===== src/rtl/bin_to_bcd_display_if.sv =====
// Handshake and result bundle for the binary-to-BCD display converter.
//   start  : request a conversion of value (driven by master)
//   value  : two's-complement operand (driven by master)
//   busy   : conversion in progress
//   done   : one-cycle pulse, result fields valid from this edge
//   bcd    : packed BCD digits, digit 0 in [3:0]
//   neg    : captured operand was negative
//   ovf    : magnitude does not fit in DIGITS decimal digits
//   blank  : per-digit leading-zero suppression mask
interface bin_to_bcd_display_if #(
  parameter int unsigned WIDTH  = 24,
  parameter int unsigned DIGITS = 6
) ();
  logic                  start;
  logic [WIDTH-1:0]      value;
  logic                  busy;
  logic                  done;
  logic [4*DIGITS-1:0]   bcd;
  logic                  neg;
  logic                  ovf;
  logic [DIGITS-1:0]     blank;

  modport master (
    output start, value,
    input  busy, done, bcd, neg, ovf, blank
  );

  modport slave (
    input  start, value,
    output busy, done, bcd, neg, ovf, blank
  );
endinterface


===== src/rtl/bin_to_bcd_display.sv =====
// Sequential double-dabble converter: two's-complement operand in, packed BCD digits,
// sign, overflow and leading-zero blank mask out. One bit shifted per cycle.
//   clock : system clock
//   reset : synchronous, active-high
//   bus   : slave side of bin_to_bcd_display_if (start/value in; busy/done/bcd/neg/ovf/blank out)
// All outputs come straight from registers.
module bin_to_bcd_display #(
  parameter int unsigned WIDTH  = 24,
  parameter int unsigned DIGITS = 6
) (
  input logic                 clock,
  input logic                 reset,
  bin_to_bcd_display_if.slave bus
);

  localparam int unsigned BcdW = 4 * DIGITS;

  function automatic logic [63:0] pow10(input int unsigned n);
    logic [63:0] r;
    r = 64'd1;
    for (int unsigned k = 0; k < n; k++) r = r * 64'd10;
    return r;
  endfunction

  localparam logic [63:0]       MaxVal    = pow10(DIGITS) - 64'd1;
  // Display shows a single "0": every digit blanked except digit 0.
  localparam logic [DIGITS-1:0] BlankZero = ~DIGITS'(1);

  typedef enum logic [1:0] {StIdle, StShift, StFinish} state_e;

  state_e            state_q, state_d;
  logic [5:0]        count_q, count_d;
  logic [WIDTH-1:0]  mag_q, mag_d;
  logic [BcdW-1:0]   scratch_q, scratch_d;
  logic              sign_q, sign_d;
  logic              ovf_n_q, ovf_n_d;
  logic              busy_q, busy_d;
  logic              done_q, done_d;
  logic [BcdW-1:0]   bcd_q, bcd_d;
  logic              neg_q, neg_d;
  logic              ovf_q, ovf_d;
  logic [DIGITS-1:0] blank_q, blank_d;

  logic [WIDTH-1:0]  mag_in;
  logic [BcdW-1:0]   adj;
  logic [DIGITS-1:0] fin_blank;

  // -2^(WIDTH-1) negates to itself, which read unsigned is the correct magnitude.
  assign mag_in = bus.value[WIDTH-1] ? (~bus.value + WIDTH'(1)) : bus.value;

  // Add-3 correction applied to every digit before each shift.
  always_comb begin
    adj = '0;
    for (int i = 0; i < int'(DIGITS); i++) begin
      adj[4*i +: 4] = (scratch_q[4*i +: 4] >= 4'd5) ? scratch_q[4*i +: 4] + 4'd3
                                                     : scratch_q[4*i +: 4];
    end
  end

  // Digit i is blanked when it and every higher digit is zero; digit 0 never blanks.
  always_comb begin
    logic zero_above;
    zero_above = 1'b1;
    fin_blank  = '0;
    for (int i = int'(DIGITS) - 1; i >= 1; i--) begin
      zero_above   = zero_above & (scratch_q[4*i +: 4] == 4'd0);
      fin_blank[i] = zero_above;
    end
  end

  always_comb begin
    state_d   = state_q;
    count_d   = count_q;
    mag_d     = mag_q;
    scratch_d = scratch_q;
    sign_d    = sign_q;
    ovf_n_d   = ovf_n_q;
    busy_d    = busy_q;
    done_d    = 1'b0;
    bcd_d     = bcd_q;
    neg_d     = neg_q;
    ovf_d     = ovf_q;
    blank_d   = blank_q;
    case (state_q)
      StIdle: begin
        if (bus.start) begin
          mag_d     = mag_in;
          sign_d    = bus.value[WIDTH-1];
          ovf_n_d   = 64'(mag_in) > MaxVal;
          scratch_d = '0;
          count_d   = '0;
          busy_d    = 1'b1;
          state_d   = StShift;
        end
      end
      StShift: begin
        // One extra cycle after the last shift keeps done at WIDTH+2 edges.
        if (count_q == 6'(WIDTH)) begin
          state_d = StFinish;
        end else begin
          scratch_d = {adj[BcdW-2:0], mag_q[WIDTH-1]};
          mag_d     = {mag_q[WIDTH-2:0], 1'b0};
          count_d   = count_q + 6'd1;
        end
      end
      StFinish: begin
        done_d  = 1'b1;
        busy_d  = 1'b0;
        state_d = StIdle;
        neg_d   = sign_q;
        ovf_d   = ovf_n_q;
        if (ovf_n_q) begin
          bcd_d   = {DIGITS{4'hE}};
          blank_d = '0;
        end else begin
          bcd_d   = scratch_q;
          blank_d = fin_blank;
        end
      end
      default: state_d = StIdle;
    endcase
  end

  always_ff @(posedge clock) begin
    if (reset) begin
      state_q   <= StIdle;
      count_q   <= '0;
      mag_q     <= '0;
      scratch_q <= '0;
      sign_q    <= 1'b0;
      ovf_n_q   <= 1'b0;
      busy_q    <= 1'b0;
      done_q    <= 1'b0;
      bcd_q     <= '0;
      neg_q     <= 1'b0;
      ovf_q     <= 1'b0;
      blank_q   <= BlankZero;
    end else begin
      state_q   <= state_d;
      count_q   <= count_d;
      mag_q     <= mag_d;
      scratch_q <= scratch_d;
      sign_q    <= sign_d;
      ovf_n_q   <= ovf_n_d;
      busy_q    <= busy_d;
      done_q    <= done_d;
      bcd_q     <= bcd_d;
      neg_q     <= neg_d;
      ovf_q     <= ovf_d;
      blank_q   <= blank_d;
    end
  end

  assign bus.busy  = busy_q;
  assign bus.done  = done_q;
  assign bus.bcd   = bcd_q;
  assign bus.neg   = neg_q;
  assign bus.ovf   = ovf_q;
  assign bus.blank = blank_q;

endmodule


===== src/flat_wrapper.sv =====
// flat-port wrapper written by rule: the top's interface ports become plain ports
module bin_to_bcd_display_flat 
#(
  parameter int unsigned WIDTH  = 24,
  parameter int unsigned DIGITS = 6
)
  (clock, reset, bus_start, bus_value, bus_busy, bus_done, bus_bcd, bus_neg, bus_ovf, bus_blank);
  bin_to_bcd_display_if #(.WIDTH(WIDTH), .DIGITS(DIGITS)) bus_i ();
  input logic clock;
  input logic reset;
  input wire logic [$bits(bus_i.start)-1:0] bus_start;
  input wire logic [$bits(bus_i.value)-1:0] bus_value;
  output wire logic [$bits(bus_i.busy)-1:0] bus_busy;
  output wire logic [$bits(bus_i.done)-1:0] bus_done;
  output wire logic [$bits(bus_i.bcd)-1:0] bus_bcd;
  output wire logic [$bits(bus_i.neg)-1:0] bus_neg;
  output wire logic [$bits(bus_i.ovf)-1:0] bus_ovf;
  output wire logic [$bits(bus_i.blank)-1:0] bus_blank;
  assign bus_i.start = bus_start;
  assign bus_i.value = bus_value;
  assign bus_busy = bus_i.busy;
  assign bus_done = bus_i.done;
  assign bus_bcd = bus_i.bcd;
  assign bus_neg = bus_i.neg;
  assign bus_ovf = bus_i.ovf;
  assign bus_blank = bus_i.blank;
  bin_to_bcd_display #(.WIDTH(WIDTH), .DIGITS(DIGITS)) u_core (.clock(clock), .reset(reset), .bus(bus_i));
endmodule

===== config.mk =====
export PLATFORM = sky130hd
export DESIGN_NAME = bin_to_bcd_display_flat
export DESIGN_NICKNAME = d
export VERILOG_FILES = /design/src/rtl/bin_to_bcd_display_if.sv /design/src/rtl/bin_to_bcd_display.sv /design/src/flat_wrapper.sv
export SDC_FILE = /design/constraint.sdc
export NUM_CORES = 1
export LEC_CHECK = 0
export ABC_AREA = 1
export CORE_UTILIZATION = 60
export CTS_CLUSTER_SIZE = 40
export DETAILED_ROUTE_END_ITERATION = 12
export PLACE_DENSITY = 0.87
export RECOVER_POWER = 50
export SLEW_MARGIN = 20
export SYNTH_ARGS = -nofsm -noshare
export SYNTH_HDL_FRONTEND = slang
export SYNTH_SLANG_ARGS = --single-unit

===== constraint.sdc =====
create_clock -name clock -period 3.1 [get_ports clock]
set_input_delay 0.62 -clock clock [delete_from_list [all_inputs] [get_ports clock]]
set_output_delay 0.62 -clock clock [all_outputs]
set_load 0.01 [all_outputs]

==> flow_metrics.env <==
export IMPL_postCtsHoldBufs=0
export IMPL_critPathLaunch="reset"
export IMPL_yosys_cell_types_count=37
export IMPL_max_cap_violations=0
export IMPL_yosysTopAreaCellShare=0.3945
export IMPL_fin_tns_setup_ns=0
export IMPL_period_needed_ns=2.560
export IMPL_finalMaxSlewViolations=0
export IMPL_final_nets=733
export IMPL_rsz0062_at_grt="no"
export IMPL_critical_path_required_ns=3.30
export IMPL_place_ws_ns=0.5823
export IMPL_seq_power_share=0.549
export IMPL_mostFrequentLayoutCells="114 x nand2_1, 91 x dfxtp_1, 72 x inv_1"
export IMPL_drt_total_wl_um=11130
export IMPL_final_cells=789
export IMPL_synthArstFlopShare=0
export IMPL_clockBufferDepth=2
export IMPL_path_clk_slew_ns=0.08
export IMPL_viasPerCell=5.639
export IMPL_power_mw=2.249
export IMPL_synthCells=631
export IMPL_skew_ns=0.01120
export IMPL_cts_root_buf="clkbuf_8"
export IMPL_dieWidth_um=89.73
export IMPL_first_pass_iters=5
export IMPL_fin_crit_sh=0.8257
export IMPL_synth_ff_type="dfxtp_1"
export IMPL_cts_sinks=91
export IMPL_gr_total_overflow=0
export IMPL_drc=0
export IMPL_cts_resized=0
export IMPL_die_area_um2=8051
export IMPL_diodes=0
export IMPL_worstSetupPathType="in2reg"
export IMPL_insertion_delay_ns=0.36
export IMPL_setup_viol=0
export IMPL_synth_edf_count=0
export IMPL_critical_path_arrival_ns=2.76
export IMPL_grt_pass1_vias=4323
export IMPL_syn_area_per_cell_um2=7.319
export IMPL_ys_warn_count=0
export IMPL_ys_ff_latch=91
export IMPL_synth_nets=678
export IMPL_track_usage=0.2898
export IMPL_critPathMaxFanout=24
export IMPL_postCtsSetupRepairBufs=0
export IMPL_sw_frac_of_total=0.2685
export IMPL_finalHoldViolCount=0
export IMPL_final_util=0.7447
export IMPL_dp_hpwl_um=7854
export IMPL_ios=61
export IMPL_finalWorstSetupSlack_ns=0.5403
export IMPL_cts_tree="done"
export IMPL_r2r_start="u_core.count_q[0]"
export IMPL_internal_power_mw=1.645
export IMPL_clock_fmax_mhz=390.7
export IMPL_rrSetupSlack_ns=0.71
export IMPL_io_buffers=59
export IMPL_hold_class="reg2reg"
export IMPL_r2r_cells=8
export IMPL_drive_above_1_share=0.05942
export IMPL_cts_buffers=9
export IMPL_power_frac_comb=0.128
export IMPL_area_growth_pct=18.21
export IMPL_ir_drop_v=0.0003308
export IMPL_core_um2=7331
export IMPL_yosys_area_top_type="dfxtp_1"
export IMPL_fill_cells=563
export IMPL_power_net_switching_uw=603.8
export IMPL_wl_per_cell_um=14.11
export IMPL_multiInputGateArea_um2=2389
export IMPL_final_common_cell="nand2_1"
export IMPL_worst_pin_slew_ns=1.141
export IMPL_grt_pass1_wl_um=19240
export IMPL_yosysSeqAreaShare=0.3945
export IMPL_crit_path_start_kind="input port"
export IMPL_grt_max_degree=31
export IMPL_initialDrtViolationCount=276
export IMPL_start_util=0.6300
export IMPL_pwr_share_clk=0.323
export IMPL_power_density_nw_per_um2=412.0
export IMPL_leakagePower_nw=2.284
export IMPL_htreeDepth=3
export IMPL_vias=4449
export IMPL_ant_nets=0
export IMPL_synth_top_cells_by_area="dfxtp_1 39%, nand2_1 9.3%, nand3_1 6.8%"
export IMPL_rows=31
export IMPL_run_status="finished, final reports clean"
export IMPL_r2r_end="u_core.scratch_q[8]"
export IMPL_dieHeight_um=89.73
export IMPL_endpoint="u_core.mag_q[0]"
export IMPL_dp_cells=774
export IMPL_antenna_found_initial=0
export IMPL_maxSlewHeadroom=0.2391
export IMPL_worstSetupEndpointType="flop"
export IMPL_regArea_um2=1822
export IMPL_place_gp_congestion=0.8878
export IMPL_syn_area_um2=4618
## kinds of logic after synthesis
logic type / count (synthesis) / share of synthesized area
compound gates: 154 / 0.1840
xor+xnor: 14 / 0.02818
fa+ha+maj: 20 / 0.05419
buf+inv: 102 / 0.08832
flops: 91 / 0.3945
other cells: 1 / 0.0008120
simple gates: 249 / 0.2501
## cell type report
| type | instances | area share |
|---|---|---|
| Timing Repair Buffer | 69 | 0.1206 |
| Sequential cell | 91 | 0.3337 |
| Clock inverter | 4 | 0.004813 |
| Tap cell | 99 | 0.02269 |
| Inverter | 77 | 0.05295 |
| Clock buffer | 11 | 0.02773 |
| Multi-Input combinational cell | 438 | 0.4375 |
## layer usage
metal  GRT usage  vias up  part of all wire
met1      0.3583     2082              0.44
met2      0.5103      137              0.49
met5           0        -                 0
met3     0.05838       12             0.057
li1            -     2218                 -
met4     0.08060        0             0.012
## worst max-delay path, stage by stage
cell and delay [ns]:
clkdlybuf4s50_1 0.48, clkbuf_1 0.85, nor2_1 0.15, inv_1 0.27, buf_4 0.28, o32ai_1 0.10
## flip-flops by register name, summed over array words and instances, names as in the netlist
signal,flops
u_core.bus.bcd,24
u_core.mag_q,24
u_core.scratch_q,24
u_core.count_q,6
u_core.bus.blank,5
u_core.state_q,2
u_core.bus.busy,1
u_core.bus.done,1
u_core.bus.neg,1
u_core.bus.ovf,1
u_core.ovf_n_q,1
u_core.sign_q,1
## how the worst min path moves through the flow
stage                               endpoint  cells after the start          startpoint
after floorplan              u_core.mag_q[3]                      2     u_core.mag_q[3]
after global placement       u_core.mag_q[4]                      2     u_core.mag_q[4]
after detailed placement     u_core.mag_q[3]                      2     u_core.mag_q[3]
after CTS                    u_core.mag_q[3]                      2     u_core.mag_q[3]
after global routing      u_core.bus.bcd[20]                      2  u_core.bus.bcd[20]
final                        u_core.mag_q[3]                      2     u_core.mag_q[3]
## power groups by stage
stage / Clock [mW] / Combinational (mW) / Sequential [mW]
after detailed placement: 0 / 0.286 / 1.26
after CTS: 0.736 / 0.288 / 1.23
after global placement: 0 / 0.277 / 1.26
after global routing: 0.788 / 0.322 / 1.24
final: 0.726 / 0.288 / 1.23
after floorplan: 0 / 0.191 / 1.26
## synthesized netlist by cell type, drive strengths merged (2+ instances only)
| library cell | number |
|---|---|
| nand3b | 3 |
| a22oi | 4 |
| nand4 | 7 |
| inv | 73 |
| o21a | 3 |
| clkbuf | 12 |
| nand2 | 121 |
| xor2 | 14 |
| nand3 | 63 |
| o21ai | 64 |
| o22ai | 16 |
| buf | 13 |
| a21oi | 53 |
| ha | 20 |
| nor3b | 2 |
| dfxtp | 91 |
| clkinv | 4 |
| o211ai | 8 |
| o221ai | 2 |
| nor2 | 39 |
| o32ai | 2 |
| nor3 | 11 |
## metrics by stage
step	hold WS, ns	instance area [um2]
6_report	0.4664	5459
5_1_grt	0.4830	5459
4_1_cts	0.4683	5466
3_5_place_dp	0.4482	5289
3_3_place_gp	0.4382	5289
2_1_floorplan	0.4231	4618
No activity file was read; power rests on OpenSTA's default activity.
